<file path="src/rtl/btn_event_sched.sv">
// Per-button press / auto-repeat event generator feeding a single valid/ready
// event port through one-deep pending slots and a round-robin arbiter.
module btn_event_sched #(
  parameter int DELAY  = 50_000_000,
  parameter int PERIOD = 10_000_000,
  parameter int CW     = 26
) (
  input  logic       clk,
  input  logic       rst,
  input  logic [3:0] btn_level,
  input  logic [3:0] btn_press,
  output logic       ev_valid,
  input  logic       ev_ready,
  output logic [1:0] ev_id,
  output logic       ev_repeat,
  output logic [7:0] drop_cnt
);

  localparam longint CAP   = (CW >= 40) ? (longint'(1) << 40) : (longint'(1) << CW);
  localparam longint MAXDP = (DELAY > PERIOD) ? longint'(DELAY) : longint'(PERIOD);

  if (DELAY < 2 || PERIOD < 2 || CW < 1 || MAXDP > CAP) begin : g_param_error
    $error("btn_event_sched: need DELAY>=2, PERIOD>=2 and max(DELAY,PERIOD) <= 2**CW");
  end

  typedef enum logic [1:0] {
    IDLE   = 2'd0,
    WAIT   = 2'd1,
    REPEAT = 2'd2
  } state_t;

  logic [3:0] gen;
  logic [3:0] gen_rep;
  logic [3:0] pend;
  logic [3:0] pend_rep;
  logic [3:0] drain;
  logic [3:0] drop;
  logic       load;
  logic       found;
  logic [1:0] winner;
  logic [1:0] rr_idx;
  logic [1:0] last_grant;
  logic [2:0] drop_sum;
  logic [8:0] drop_total;

  assign load = ~ev_valid | ev_ready;

  for (genvar gi = 0; gi < 4; gi++) begin : g_btn
    state_t        state;
    state_t        state_next;
    logic [CW-1:0] cnt;
    logic [CW-1:0] cnt_next;
    logic          gen_b;
    logic          gen_rep_b;
    logic          pend_b;
    logic          pend_rep_b;

    always_ff @(posedge clk or posedge rst) begin
      if (rst) begin
        state <= IDLE;
        cnt   <= '0;
      end else begin
        state <= state_next;
        cnt   <= cnt_next;
      end
    end

    // A press restarts the hold timer from any state; release beats a due repeat.
    always_comb begin
      state_next = state;
      cnt_next   = cnt;
      gen_b      = 1'b0;
      gen_rep_b  = 1'b0;
      if (btn_press[gi]) begin
        state_next = WAIT;
        cnt_next   = '0;
        gen_b      = 1'b1;
      end else begin
        case (state)
          WAIT: begin
            if (!btn_level[gi]) begin
              state_next = IDLE;
              cnt_next   = '0;
            end else if (cnt == CW'(DELAY - 1)) begin
              gen_b      = 1'b1;
              gen_rep_b  = 1'b1;
              state_next = REPEAT;
              cnt_next   = '0;
            end else begin
              cnt_next = cnt + CW'(1);
            end
          end
          REPEAT: begin
            if (!btn_level[gi]) begin
              state_next = IDLE;
              cnt_next   = '0;
            end else if (cnt == CW'(PERIOD - 1)) begin
              gen_b     = 1'b1;
              gen_rep_b = 1'b1;
              cnt_next  = '0;
            end else begin
              cnt_next = cnt + CW'(1);
            end
          end
          default: ;
        endcase
      end
    end

    // An occupied slot that is not draining this cycle keeps its old event.
    always_ff @(posedge clk or posedge rst) begin
      if (rst) begin
        pend_b     <= 1'b0;
        pend_rep_b <= 1'b0;
      end else if (gen_b && !(pend_b && !drain[gi])) begin
        pend_b     <= 1'b1;
        pend_rep_b <= gen_rep_b;
      end else if (drain[gi]) begin
        pend_b <= 1'b0;
      end
    end

    assign gen[gi]      = gen_b;
    assign gen_rep[gi]  = gen_rep_b;
    assign pend[gi]     = pend_b;
    assign pend_rep[gi] = pend_rep_b;
    assign drain[gi]    = load & found & (winner == 2'(gi));
    assign drop[gi]     = gen_b & pend_b & ~drain[gi];
  end

  // Scan downward so the nearest candidate after last_grant is the final write.
  always_comb begin
    found  = 1'b0;
    winner = last_grant;
    rr_idx = '0;
    for (int k = 4; k >= 1; k--) begin
      rr_idx = last_grant + 2'(k);
      if (pend[rr_idx]) begin
        found  = 1'b1;
        winner = rr_idx;
      end
    end
  end

  always_ff @(posedge clk or posedge rst) begin
    if (rst) begin
      ev_valid   <= 1'b0;
      ev_id      <= 2'd0;
      ev_repeat  <= 1'b0;
      last_grant <= 2'd3;
    end else if (load) begin
      if (found) begin
        ev_valid   <= 1'b1;
        ev_id      <= winner;
        ev_repeat  <= pend_rep[winner];
        last_grant <= winner;
      end else begin
        ev_valid <= 1'b0;
      end
    end
  end

  always_comb begin
    drop_sum   = 3'(drop[0]) + 3'(drop[1]) + 3'(drop[2]) + 3'(drop[3]);
    drop_total = {1'b0, drop_cnt} + {6'd0, drop_sum};
  end

  always_ff @(posedge clk or posedge rst) begin
    if (rst) begin
      drop_cnt <= 8'd0;
    end else begin
      drop_cnt <= (drop_total > 9'd255) ? 8'hFF : drop_total[7:0];
    end
  end

endmodule

</file>
<file path="config.mk">
export PLATFORM = sky130hd
export DESIGN_NAME = btn_event_sched
export DESIGN_NICKNAME = d
export VERILOG_FILES = /design/src/rtl/btn_event_sched.sv
export SDC_FILE = /design/constraint.sdc
export NUM_CORES = 1
export LEC_CHECK = 0
export ABC_AREA = 1
export ABC_CLOCK_PERIOD_IN_PS = 7660
export CAP_MARGIN = 5
export CORE_MARGIN = 3
export CORE_UTILIZATION = 60
export DETAILED_ROUTE_END_ITERATION = 10
export GPL_TIMING_DRIVEN = 0
export PLACE_DENSITY_LB_ADDON = 0.15
export RECOVER_POWER = 50
export SYNTH_ARGS = -nofsm -noshare
export SYNTH_HDL_FRONTEND = slang
export SYNTH_SLANG_ARGS = --single-unit
</file>
<file path="constraint.sdc">
create_clock -name clk -period 7.66 [get_ports clk]
set_clock_uncertainty 0.2 [all_clocks]
set_input_delay 1.532 -clock clk [delete_from_list [all_inputs] [get_ports clk]]
set_output_delay 1.532 -clock clk [all_outputs]
set_load 0.005 [all_outputs]
</file>
==> out/summary.md, run 1 <==
In this run, distinct cell masters in the synthesized netlist total 42. Setup repair after global routing left no endpoint under its margin. The run gives 14460 um as the detailed-placement wirelength estimate.

The clock reaches the later pin of the worst-skew pair after 0.43 ns. The run gives 4 as the number of levels in the clock H-tree. The endpoint of the worst-slack reg-to-reg timing path is drop_cnt[4]$_DFF_PP0_. In this run the power density over the cells is 247.6 nW/um^2.

The maximum count of clock buffers along a single path is 2. Yosys mapped a number of flops with a built-in enable equal to 0. The flow ran to the end, but the final reports show violations. The area of the mapped netlist was 8723 um^2. The count of port buffers added during placement came out at 22.

In the layout the commonest cells are nand2_1 (291), nor2_1 (162), inv_1 (160), dfrtp_1 (132), nand3_1 (93). The tools report the number of pins exceeding their max-slew limit in the final report as 137. The sequential element share of the synthesized area is 0.3847, and the number of antenna violations at the first check in global routing is 0.

Final sum of negative setup slack: 0 ns. Class of the tightest hold or removal check: register to register. For the die area, the log shows 16020 um^2. The filler cells instantiated in the layout total 1171. Layout overhead on the synthesized area: 12.42%. The worst-case headroom to the max-slew limit is -0.5163. Setup violations remaining at the end of the flow were counted as 0.

Measured along the x axis, the die boundary spans 126.6 um. Net total in the final layout: 1275. The number of detailed-route iterations in the first pass was 5; the tightest hold margin was 0.2738 ns. The number of instances on the worst hold path works out to 2. Hold path startpoint: g_btn[1].pend_rep_b$_DFFE_PP0P_. The proportion of layout cells with a drive suffix above 1 works out to 0.09437.

For the data required time of the critical path, the log shows 7.52 ns. The total instance count after detailed placement was 1409. The tools report the count of maximum capacitance violations as 2. For this run the aggregate overflow at the end of global routing stands at 0.

At the end of routability-driven placement, the weighted congestion stood at 0.8964. The clock root buffer master was clkbuf_16. The post-route minimum period works out to 5.156 ns.

At the worst endpoint, the arrival time is 5.02 ns. The residual antenna-violating net count after detailed routing is 0, and the synthesized netlist net count is 1233. Buffers inserted during clock tree synthesis total 17. Dividing the detail-routed wire length by the instance count gives 14.22 um. 0 antenna diodes ended up in the layout. STA classifies the critical path endpoint as an async pin.

Summed over all layers, the routed wires come to 20490 um. The startpoint identified for the worst register-to-register timing path is last_grant[0]$_DFFE_PP1P_. Counting flops and latches in the post-synthesis netlist gives 134. The worst voltage drop across the vdd grid came out at 0.0002364 V. The number of warnings issued by yosys is 0.

The first global-routing pass estimated 35230 um of wire. The finished layout holds 1441 standard cells, fillers aside. Dividing the detail-routed via count by the number of cells gives 5.488.

For this design the static power due to leakage is 0.004427 uW. For this block, the initial DRC count from the detailed router was 738. Clock-pin slew was measured on the worst setup and hold paths at 0.05 ns. STA classifies the critical path startpoint as an input port. The number of global-route vias before repair is 7491. The number of core rows is 43. TritonCTS built the clock tree. For this run, design rule violations remaining after detail routing come to 0. Counting every instance in the synthesized netlist gives 1206.

Hold repair after CTS inserted 0 buffers. The buffer count from post-CTS setup fixing is 0. The mean instance size in the synthesized netlist came out at 7.233 um^2.

Most common cell after layout, fill and taps aside: nand2_1. Of all nets on the critical path, the largest fanout is 92. The post-placement setup slack was 2.590 ns. The total global routing track utilization is 0.2679, and the pin count of the biggest net entering global routing is 93.

The tools report the setup slack after layout as 2.504 ns. Initial cell density of the core: 0.6212. The run gives 0 as the number of gates resized after cts. Based on the critical path, the design can be clocked at up to 0.1940 GHz. The run gives 0.6984 as the post-route core utilization. The primary flip-flop cell chosen by synthesis mapping was dfrtp_1. The number of failing hold endpoints at the final stage came out at 0.

The critical path is of the input port to async pin type. The fraction of registers with async set/reset is 1.000. Counting every sink on the clock net gives 134.

The count of cells along the worst register-to-register path came out at 20. The tools report the destination of the worst hold path as g_btn[1].pend_rep_b$_DFFE_PP0P_. From bottom edge to top edge, the die measures 126.6 um.

The checks that failed: max-capacitance violations, max-slew violations. The setup slack on the worst flop-to-flop path came out at 3.32 ns. The I/O pin total came out at 23. Slew of the pin with the lowest slew margin: 2.274 ns. The total via count after detailed routing is 7908, and the total core area is 14040 um^2. Final clock period utilization by the worst path: 0.6731.
## synth_stat cells, types with 2 or more instances
cell | n | area, um^2
and3_1 | 2 | 12.51
a21oi_1 | 28 | 140.1
nand2_1 | 291 | 1092
clkbuf_1 | 4 | 15.01
nand4_1 | 44 | 275.3
nor3_1 | 45 | 225.2
buf_4 | 2 | 15.01
nor3_2 | 9 | 90.09
nand3_2 | 7 | 70.07
nor2_2 | 14 | 87.58
o21ai_1 | 4 | 20.02
o21ai_0 | 18 | 90.09
buf_6 | 5 | 56.30
nor4_1 | 2 | 12.51
nor2_4 | 5 | 56.30
buf_2 | 8 | 40.04
nand4_2 | 2 | 25.02
inv_2 | 10 | 37.54
o22ai_1 | 34 | 212.7
clkinv_1 | 2 | 7.510
nand3_1 | 92 | 460.4
dfrtp_1 | 132 | 3303
nand2_2 | 19 | 118.9
dfstp_2 | 2 | 52.55
xnor2_1 | 8 | 70.07
inv_1 | 161 | 604.3
fa_1 | 3 | 60.06
ha_1 | 13 | 162.7
nor2_1 | 162 | 608.1
xor2_1 | 66 | 578.1
## per-stage QoR
step                instance area (um^2)  total power (uW)
global placement                    9169              1532
CTS                                 9846              2449
global route                        9807              2584
finish                              9807              2428
floorplan                           8723              1347
detailed placement                  9201              1554
## report_power, final
group / switching, uW / internal [uW]
combinational: 438 / 251
clock: 303 / 586
sequential: 62.0 / 787
total: 804 / 1620
## kinds of logic after synthesis
logic type                 after synthesis  synth area share
and+or+nand+nor                        702            0.3699
AOI/OAI and AO/OA                       86           0.05493
adders and majority gates               16           0.02553
buffers and inverters                  193           0.08950
xor gates and xnor gates                74           0.07430
DFF                                    134            0.3847
muxes                                    1          0.001147
## layout make-up
| type | count | area, um^2 | share of cell area |
|---|---|---|---|
| inverters | 174 | 655.6 | 0.06685 |
| repair buffers | 23 | 225.2 | 0.02297 |
| clock inverters | 8 | 142.6 | 0.01454 |
| multi-input cells | 879 | 4582 | 0.4672 |
| well taps | 180 | 225.2 | 0.02297 |
| clock buffers | 24 | 501.7 | 0.05116 |
| flip-flops and latches | 134 | 3356 | 0.3422 |
| plain buffers | 19 | 118.9 | 0.01212 |
## worst max path at each step
stage,from,to,slack [ns],cells after the start
3_5_place_dp,btn_level[0],drop_cnt[4]$_DFF_PP0_,2.59,18
6_report,rst,g_btn[2].cnt[8]$_DFFE_PP0P_,2.50,3
2_1_floorplan,rst,drop_cnt[0]$_DFF_PP0_,2.35,1
3_3_place_gp,rst,g_btn[2].cnt[12]$_DFFE_PP0P_,0.43,2
4_1_cts,btn_level[0],drop_cnt[4]$_DFF_PP0_,3.03,18
5_1_grt,rst,g_btn[2].cnt[8]$_DFFE_PP0P_,1.75,3
## metal layers
layer / part of all wire / vias to the layer above / GRT usage
met5: 0 / - / 0
met1: 0.47 / 3694 / 0.3767
met3: 0.058 / 40 / 0.05895
li1: - / 3942 / -
met2: 0.46 / 232 / 0.4194
met4: 0.017 / 0 / 0.07823
## state kept, by name, summed over array words and instances (netlist names)
register          count
ev_repeat             1
g_btn.pend_b          4
ev_valid              1
last_grant            2
drop_cnt              8
g_btn.pend_rep_b      4
g_btn.state           8
g_btn.cnt           104
ev_id                 2
## critical path, cell delays in order
cell           delay [ns]
dlygate4sd3_1        0.54
clkinvlp_2           1.08
clkbuf_2             1.80
Note: power is estimated with default switching activity, not from simulation.
==> run 2, diff against run 1 <==
- ABC_CLOCK_PERIOD_IN_PS: 7660 -> 5000
- clock period: 7.66 -> 5 ns (I/O delays scaled with it)
==> run 2 against run 1 <==
Net effect: the flow still finishes with violations (max-capacitance violations, max-slew violations); routed wire length is essentially flat; global-route usage is the same; worst hold slack is essentially flat; critical endpoint is now drop_cnt[4]$_DFF_PP0_; largest power group unchanged.
==> out/summary.md, run 2 (synthesis gave the netlist of run 1 again) <==
The tools report the internal power as 2485 uW (was 1624 uW). The pin count of the biggest net entering global routing is 93 (unchanged). Based on the critical path, the design can be clocked at up to 0.2329 GHz. The vias per cell is 5.488 (unchanged). Critical path start-end classification: register to register (was input port to async pin). The static power due to leakage came out at 0.004429 uW (was 0.004427 uW).

For the clock share of power, the log shows 0.367 (was 0.366). The count of port buffers added during placement was 22 (unchanged). The tools report the number of DRC violations after detailed-routing iteration 0 as 710 (was 738).

The detailed-placement wirelength estimate was 14460 um (unchanged). The slowest cell on the critical path was dfstp_1 (was clkbuf_2). The startpoint type of the worst setup path is a register (was an input port). After layout, the minimum clock period comes to 4.295 ns.

Most common cell after layout, fill and taps aside: nand2_1 (unchanged). The slew of the pin with the lowest slew margin was 1.858 ns (was 2.274 ns); the number of instances on the worst hold path was 2 (unchanged). The run gives 35230 um (unchanged) as the wire length of the first global-routing pass. The run gives 0 (unchanged) as the number of design rule violations left after detail routing.

The tools report the wire length on met2 as 9353 um (was 9377 um). The die span in y came out at 126.6 um (unchanged). The tools report the residual antenna-violating net count after detailed routing as 0 (unchanged).

Worst setup path endpoint: drop_cnt[4]$_DFF_PP0_ (was g_btn[2].cnt[8]$_DFFE_PP0P_). The initial cell density of the core is 0.6212 (unchanged), and the number of antenna violations at the first check in global routing is 0 (unchanged). The data required time of the critical path was 5.15 ns (was 7.52 ns).

The clock transition time at the flip-flop clock pins of the worst setup and hold paths was 0.06 ns (was 0.05 ns). The tools report the total via count after detailed routing as 7908 (unchanged). The run finished, with violations left.

The tightest hold margin was 0.2735 ns (was 0.2738 ns). The register bank with the most flops was g_btn.cnt (unchanged). The logs give 1080 um (was 1184 um) for the amount of wire on met3 after detailed routing and 23 (unchanged) for the I/O pin total. The uppermost signal routing layer after detailed routing was met4 (unchanged).

The run gives 0.71 ns (was 3.32 ns) as the setup slack on the worst flop-to-flop path. Placer's final routability congestion estimate: 0.8964 (unchanged). Violated checks: max-capacitance violations, max-slew violations (unchanged). Leading cell types in the layout, fill and taps excluded: nand2_1 (292), nor2_1 (163), inv_1 (160), dfrtp_1 (132), nand3_1 (92) (was nand2_1 (291), nor2_1 (162), inv_1 (160), dfrtp_1 (132), nand3_1 (93)).

The final clock period utilization by the worst path works out to 0.8589. Endpoint of the worst-slack reg-to-reg timing path: drop_cnt[4]$_DFF_PP0_ (unchanged). Net total in the final layout: 1275 (unchanged). Number of pins exceeding their max-slew limit in the final report: 44 (was 137). The tools report the startpoint of the worst register-to-register path as last_grant[0]$_DFFE_PP1P_ (unchanged). The tools report the clock latency on the worst-skew pair as 0.43 ns (about the same). Total global routing track utilization: 0.2679 (unchanged). For the detailed-route wire length on metal 1, the log shows 9689 um (was 9575 um).

Timing startpoint of the critical path: last_grant[0]$_DFFE_PP1P_ (was rst). The run gives 4.44 ns (was 5.02 ns) as the arrival time at the worst endpoint. For the count of inserted antenna diode cells, the log shows 0 (unchanged). The top fanout value on the critical path works out to 10 (was 92). The die area is 16020 um^2 (unchanged), and the cell area power density is 379.1 nW/um^2 (was 247.6 nW/um^2). The total power was 3720 uW (was 2428 uW); the layout overhead on the synthesized area was 12.49% (was 12.42%). The switching power total came out at 1235 uW (was 803.5 uW). Number of failing hold endpoints at the final stage: 0 (unchanged). The largest stage delay on the critical path is 0.53 ns (was 1.80 ns).

The count of maximum capacitance violations is 1 (was 2), and the number of levels in the clock H-tree is 4 (unchanged). In this design, the critical path's most frequently occurring cell is nor2_1. Top cell family by delay on the critical path: simple AND/OR/NAND/NOR gates (was buffers and inverters). The number of inserted filler cells in the final layout is 1170 (was 1171). The overall die width was 126.6 um (unchanged). The number of gates resized after cts is 0 (unchanged). Worst-case headroom to the max-slew limit: -0.2458 (was -0.5163). The logs give 0 (unchanged) for the number of hold-repair buffers added at the cts stage and 43 (unchanged) for the number of core rows. Setup repair after global routing left no endpoint under its margin.

The class of the tightest hold or removal check was register to register (unchanged). The count of final setup violators is 0 (unchanged). The combinational power share was 0.284 (about the same); the total clock buffers created by CTS was 17 (unchanged). The count of cells along the worst register-to-register path came out at 20 (unchanged). Registers with the most flip-flops: g_btn.cnt (104), drop_cnt (8), g_btn.state (8) (unchanged). The logs give 134 (unchanged) for the CTS sink count and 7491 (unchanged) for the number of global-route vias before repair. Maximum count of clock buffers along a single path: 2 (unchanged). The tools report the total core area as 14040 um^2 (unchanged). The run gives 0.349 (was 0.350) as the register share of total power.

The wire length per cell after detailed routing is 14.21 um (was 14.22 um). TritonCTS built the clock tree. The total global routing overflow is 0 (unchanged). The number of flip-flops under the largest register name is 104 (unchanged), and the critical path depth in cells is 20 (was 3). The buffer count from post-CTS setup fixing was 0 (unchanged). Worst voltage drop across the vdd grid: 0.0003584 V (was 0.0002364 V).

The clock root buffer master is clkbuf_16 (unchanged). The final wirelength is 20480 um (was 20490 um). Cell-by-cell listing of the critical path: clkbuf_1, nand2_1, o21ai_0, nand2_1, nand2_2, nor2_1, nor2_1, buf_6, nand3_2, nand3_1, fa_1, fa_1, inv_1, fa_1, nand2_1, nor2_1, inv_1, nor2_1, nand4_1, o21ai_0 (was dlygate4sd3_1, clkinvlp_2, clkbuf_2).

The proportion of layout cells with a drive suffix above 1 is 0.09278 (was 0.09437). The tools report the sort of element at the end of the critical path as a register (was an async pin). The run gives 5 (unchanged) as the number of detailed-route iterations in the first pass. The switching power as a share of total power came out at 0.3319 (was 0.3310). The buffers plus inverters on the worst setup path is 4 (was 3).
## run 2: worst min path at each step
stage	to	slack, ns	from
4_1_cts	g_btn[1].pend_rep_b$_DFFE_PP0P_	0.28	g_btn[1].pend_rep_b$_DFFE_PP0P_
6_report	g_btn[1].pend_rep_b$_DFFE_PP0P_	0.27	g_btn[1].pend_rep_b$_DFFE_PP0P_
2_1_floorplan	g_btn[1].pend_rep_b$_DFFE_PP0P_	0.24	g_btn[1].pend_rep_b$_DFFE_PP0P_
3_3_place_gp	g_btn[1].pend_rep_b$_DFFE_PP0P_	0.26	g_btn[1].pend_rep_b$_DFFE_PP0P_
3_5_place_dp	g_btn[1].pend_rep_b$_DFFE_PP0P_	0.26	g_btn[1].pend_rep_b$_DFFE_PP0P_
5_1_grt	g_btn[1].pend_rep_b$_DFFE_PP0P_	0.30	g_btn[1].pend_rep_b$_DFFE_PP0P_
## run 2: power by group through the flow
stage / registers [uW] / logic (uW) / clock network (uW)
floorplan: 1300 / 762 / 0
global placement: 1320 / 1030 / 0
detailed placement: 1320 / 1060 / 0
CTS: 1300 / 1070 / 1380
global route: 1320 / 1210 / 1420
finish: 1300 / 1060 / 1360
## run 2: cell type report
cell class / instances / area, um^2 / area share
Buffer: 19 / 122.6 / 0.01250
Clock buffer: 24 / 501.7 / 0.05113
Clock inverter: 8 / 142.6 / 0.01454
Inverter: 174 / 655.6 / 0.06681
Multi-Input combinational cell: 879 / 4582 / 0.4669
Sequential cell: 134 / 3356 / 0.3420
Tap cell: 180 / 225.2 / 0.02295
Timing Repair Buffer: 23 / 227.7 / 0.02321
## run 2: through the flow
step           instances  setup slack [ns]  setup TNS [ns]  area [um^2]    util
2_1_floorplan       1206            0.2206               0         8723       -
4_1_cts             1441            0.8940               0         9846  0.7011
3_3_place_gp        1408            -1.699         -223.55         9169  0.6529
6_report            1441            0.7054               0         9813  0.6988
5_1_grt             1441            0.3116               0         9813  0.6988
3_5_place_dp        1409            0.4617               0         9201  0.6553
## run 2: worst min-delay path, delay by kind of cell, from the launching register on
kind	cells	cell delay, ns
DFF	1	0.34
and+or+nand+nor	2	0.10
## run 2: per-layer routing
layer,vias to the layer above,global-route usage
li1,3944,-
met1,3712,0.3767
met2,213,0.4194
met3,39,0.05895
met4,0,0.07823
met5,-,0
==> run 3, diff against run 2 <==
- SLEW_MARGIN: unset -> 20
==> run 3 against run 2 <==
Net effect: global-route usage decreased by 0.072 points; combinational power about the same; cell area unchanged; clock power about the same; worst setup slack lost 0.029 ns; the run still ends with max-capacitance violations, max-slew violations left; fmax shrank 0.66%; total power is essentially flat; die area unchanged; critical endpoint unchanged; cell count unchanged; register-to-register slack worse by 0.03 ns; first-iteration DRC count did not move; largest power group unchanged; highest routed layer unchanged; sequential power hardly changed.
==> out/summary.md, run 3 (synthesis gave the netlist of run 1 again) <==
The tools report the I/O pin total as 23 (unchanged). Setup repair after global routing left no endpoint under its margin. The total instance count after detailed placement was 1409 (unchanged). The most common cell after layout, fill and taps aside was nand2_1 (unchanged).

The clock root buffer master is clkbuf_16 (unchanged). Violated checks: max-capacitance violations, max-slew violations (unchanged). For the number of inserted filler cells in the final layout, the log shows 1183 (was 1170). Post-route minimum period: 4.323 ns (was 4.295 ns).

The number of levels in the clock H-tree was 4 (unchanged); the data required time of the critical path was 5.15 ns (about the same). The class of the tightest hold or removal check is register to register (unchanged). Proportion of layout cells with a drive suffix above 1: 0.09278 (unchanged). The number of cells in the finished layout apart from fillers came out at 1441 (unchanged). The static power due to leakage was 0.004429 uW (unchanged); the total via count after detailed routing was 7876 (was 7908). The worst-case headroom to the max-slew limit came out at -0.2347 (was -0.2458). The hold path startpoint is g_btn[1].pend_rep_b$_DFFE_PP0P_ (unchanged). The footprint of the multi-input gates is 4582 um^2 (unchanged). Number of core rows: 43 (unchanged). The clock transition time at the flip-flop clock pins of the worst setup and hold paths came out at 0.06 ns (about the same). The amount of wire on met3 after detailed routing was 1227 um (was 1080 um). The wire length of the first global-routing pass came out at 35000 um (was 35230 um). The count of maximum capacitance violations was 1 (unchanged); the vias per cell was 5.466 (was 5.488). The count of final setup violators is 0 (unchanged), and the count of cells along the worst register-to-register path is 20 (unchanged).

Leading cell types in the layout, fill and taps excluded: nand2_1 (292), nor2_1 (163), inv_1 (160), dfrtp_1 (132), nand3_1 (92) (unchanged). The tightest hold margin was 0.2736 ns (was 0.2735 ns); the sequential cell area in the final layout was 3356 um^2 (unchanged). For the number of design rule violations left after detail routing, the log shows 0 (unchanged).

The run gives 16020 um^2 (unchanged) as the die area. The register bank with the most flops is g_btn.cnt (unchanged). Count of port buffers added during placement: 22 (unchanged). The run gives 7366 (was 7491) as the number of global-route vias before repair.

The number of instances on the worst hold path works out to 2 (unchanged). The top fanout value on the critical path was 10 (unchanged); the initial cell density of the core was 0.6212 (unchanged). Final sum of negative setup slack: 0 ns (unchanged).

The setup slack on the worst flop-to-flop path came out at 0.68 ns (was 0.71 ns). The startpoint of the worst register-to-register path is last_grant[0]$_DFFE_PP1P_ (unchanged). Sort of element at the end of the critical path: a register (unchanged). Registers with the most flip-flops: g_btn.cnt (104), drop_cnt (8), g_btn.state (8) (unchanged). The run gives 0 (unchanged) as the residual antenna-violating net count after detailed routing.

The number of DRC violations after detailed-routing iteration 0 came out at 710 (unchanged). Destination of the worst hold path: g_btn[1].pend_rep_b$_DFFE_PP0P_ (unchanged). The net total in the final layout was 1275 (unchanged); the total global routing overflow was 0 (unchanged).

The run gives 0.2313 GHz (was 0.2329 GHz) as the fmax. The tools report the number of hold-repair buffers added at the cts stage as 0 (unchanged). The wire length per cell after detailed routing is 14.20 um (was 14.21 um), and the final clock period utilization by the worst path is 0.8647 (was 0.8589). The run gives 17 (unchanged) as the total clock buffers created by CTS. The final wirelength is 20460 um (was 20480 um), and the number of failing hold endpoints at the final stage is 0 (unchanged).

The detailed-placement wirelength estimate is 14450 um (was 14460 um), and the die span in y is 126.6 um (unchanged). The startpoint type of the worst setup path was a register (unchanged). The slew of the pin with the lowest slew margin was 1.842 ns (was 1.858 ns). The cell area power density works out to 379.3 nW/um^2 (was 379.1 nW/um^2). The detailed-route wire length on metal 1 was 9524 um (was 9689 um). The overall die width is 126.6 um (unchanged). The endpoint of the worst-slack reg-to-reg timing path is drop_cnt[4]$_DFF_PP0_ (unchanged). The maximum count of clock buffers along a single path was 2 (unchanged); the number of detailed-route iterations in the first pass was 7 (was 5).

The total global routing track utilization is 0.2672 (was 0.2679), and the count of inserted antenna diode cells is 0 (unchanged). The tools report the buffer count from post-CTS setup fixing as 0 (unchanged). The critical path start-end classification was register to register (unchanged).

Uppermost signal routing layer after detailed routing: met4 (unchanged). The number of flip-flops under the largest register name was 104 (unchanged). The tools report the CTS sink count as 134 (unchanged). The flow ran to the end, but the final reports show violations. The number of antenna violations at the first check in global routing was 0 (unchanged).

TritonCTS built the clock tree. Pin count of the biggest net entering global routing: 93 (unchanged). The tools report the number of pins exceeding their max-slew limit in the final report as 44 (unchanged).

The total power is 3722 uW (was 3720 uW), and the number of gates resized after cts is 0 (unchanged). The placer's final routability congestion estimate is 0.8964 (unchanged), and the layout overhead on the synthesized area is 12.49% (unchanged). The arrival time at the worst endpoint was 4.47 ns (was 4.44 ns); the wire length on met2 was 9448 um (was 9353 um).

The tools report the worst voltage drop across the vdd grid as 0.0003772 V (was 0.0003584 V). The clock latency on the worst-skew pair came out at 0.43 ns (about the same). The total core area is 14040 um^2 (unchanged).
==> run 3: cell counts in the layout (fill, tap and decap cells not counted) <==
Identical to the previous run, type by type.
==> run 3: through the flow <==
stage	instance area [um^2]	util	setup WS (ns)
finish	9813	0.6988	0.6767
global route	9813	0.6988	0.3064
CTS	9848	0.7013	0.8869
detailed placement	9204	0.6554	0.4557
global placement	9169	0.6529	-1.699
floorplan	8723	-	0.2206
==> run 3: worst max-delay path, cell delays in order (launching register included) <==
cell      delay [ns]
dfstp_1         0.53
clkbuf_1        0.36
nand2_1         0.11
o21ai_0         0.13
nand2_1         0.10
nand2_2         0.10
nor2_1          0.07
nor2_1          0.17
buf_6           0.17
nand3_2         0.11
nand3_1         0.15
fa_1            0.45
fa_1            0.42
inv_1           0.10
fa_1            0.20
nand2_1         0.08
nor2_1          0.09
inv_1           0.05
nor2_1          0.15
nand4_1         0.32
o21ai_0         0.17
==> run 3: how the worst max path moves through the flow <==
stage	startpoint	endpoint	slack [ns]	cells after the start
global route	last_grant[0]$_DFFE_PP1P_	drop_cnt[2]$_DFF_PP0_	0.31	21
global placement	rst	g_btn[2].cnt[12]$_DFFE_PP0P_	-1.70	2
detailed placement	btn_level[0]	drop_cnt[4]$_DFF_PP0_	0.46	18
CTS	g_btn[2].cnt[0]$_DFFE_PP0P_	drop_cnt[4]$_DFF_PP0_	0.89	20
finish	last_grant[0]$_DFFE_PP1P_	drop_cnt[4]$_DFF_PP0_	0.68	20
floorplan	rst	drop_cnt[0]$_DFF_PP0_	0.22	1
==> run 3: cell type report <==
class / count / area share
Buffer: 19 / 0.01250
Multi-Input combinational cell: 879 / 0.4669
Inverter: 174 / 0.06681
Sequential cell: 134 / 0.3420
Clock inverter: 8 / 0.01454
Clock buffer: 24 / 0.05113
Tap cell: 180 / 0.02295
Timing Repair Buffer: 23 / 0.02321
==> run 3: routing by layer <==
| layer | GRT usage | vias to the layer above |
|---|---|---|
| met4 | 0.07571 | 0 |
| met1 | 0.3765 | 3677 |
| met5 | 0 | - |
| met2 | 0.4153 | 227 |
| met3 | 0.06316 | 28 |
| li1 | - | 3944 |
==> run 3: report_power, final <==
group | leakage [uW] | switching, uW | internal [uW]
combinational | 0.00231 | 671 | 382
sequential | 0.00180 | 94.7 | 1200
clock | 0.000316 | 471 | 898
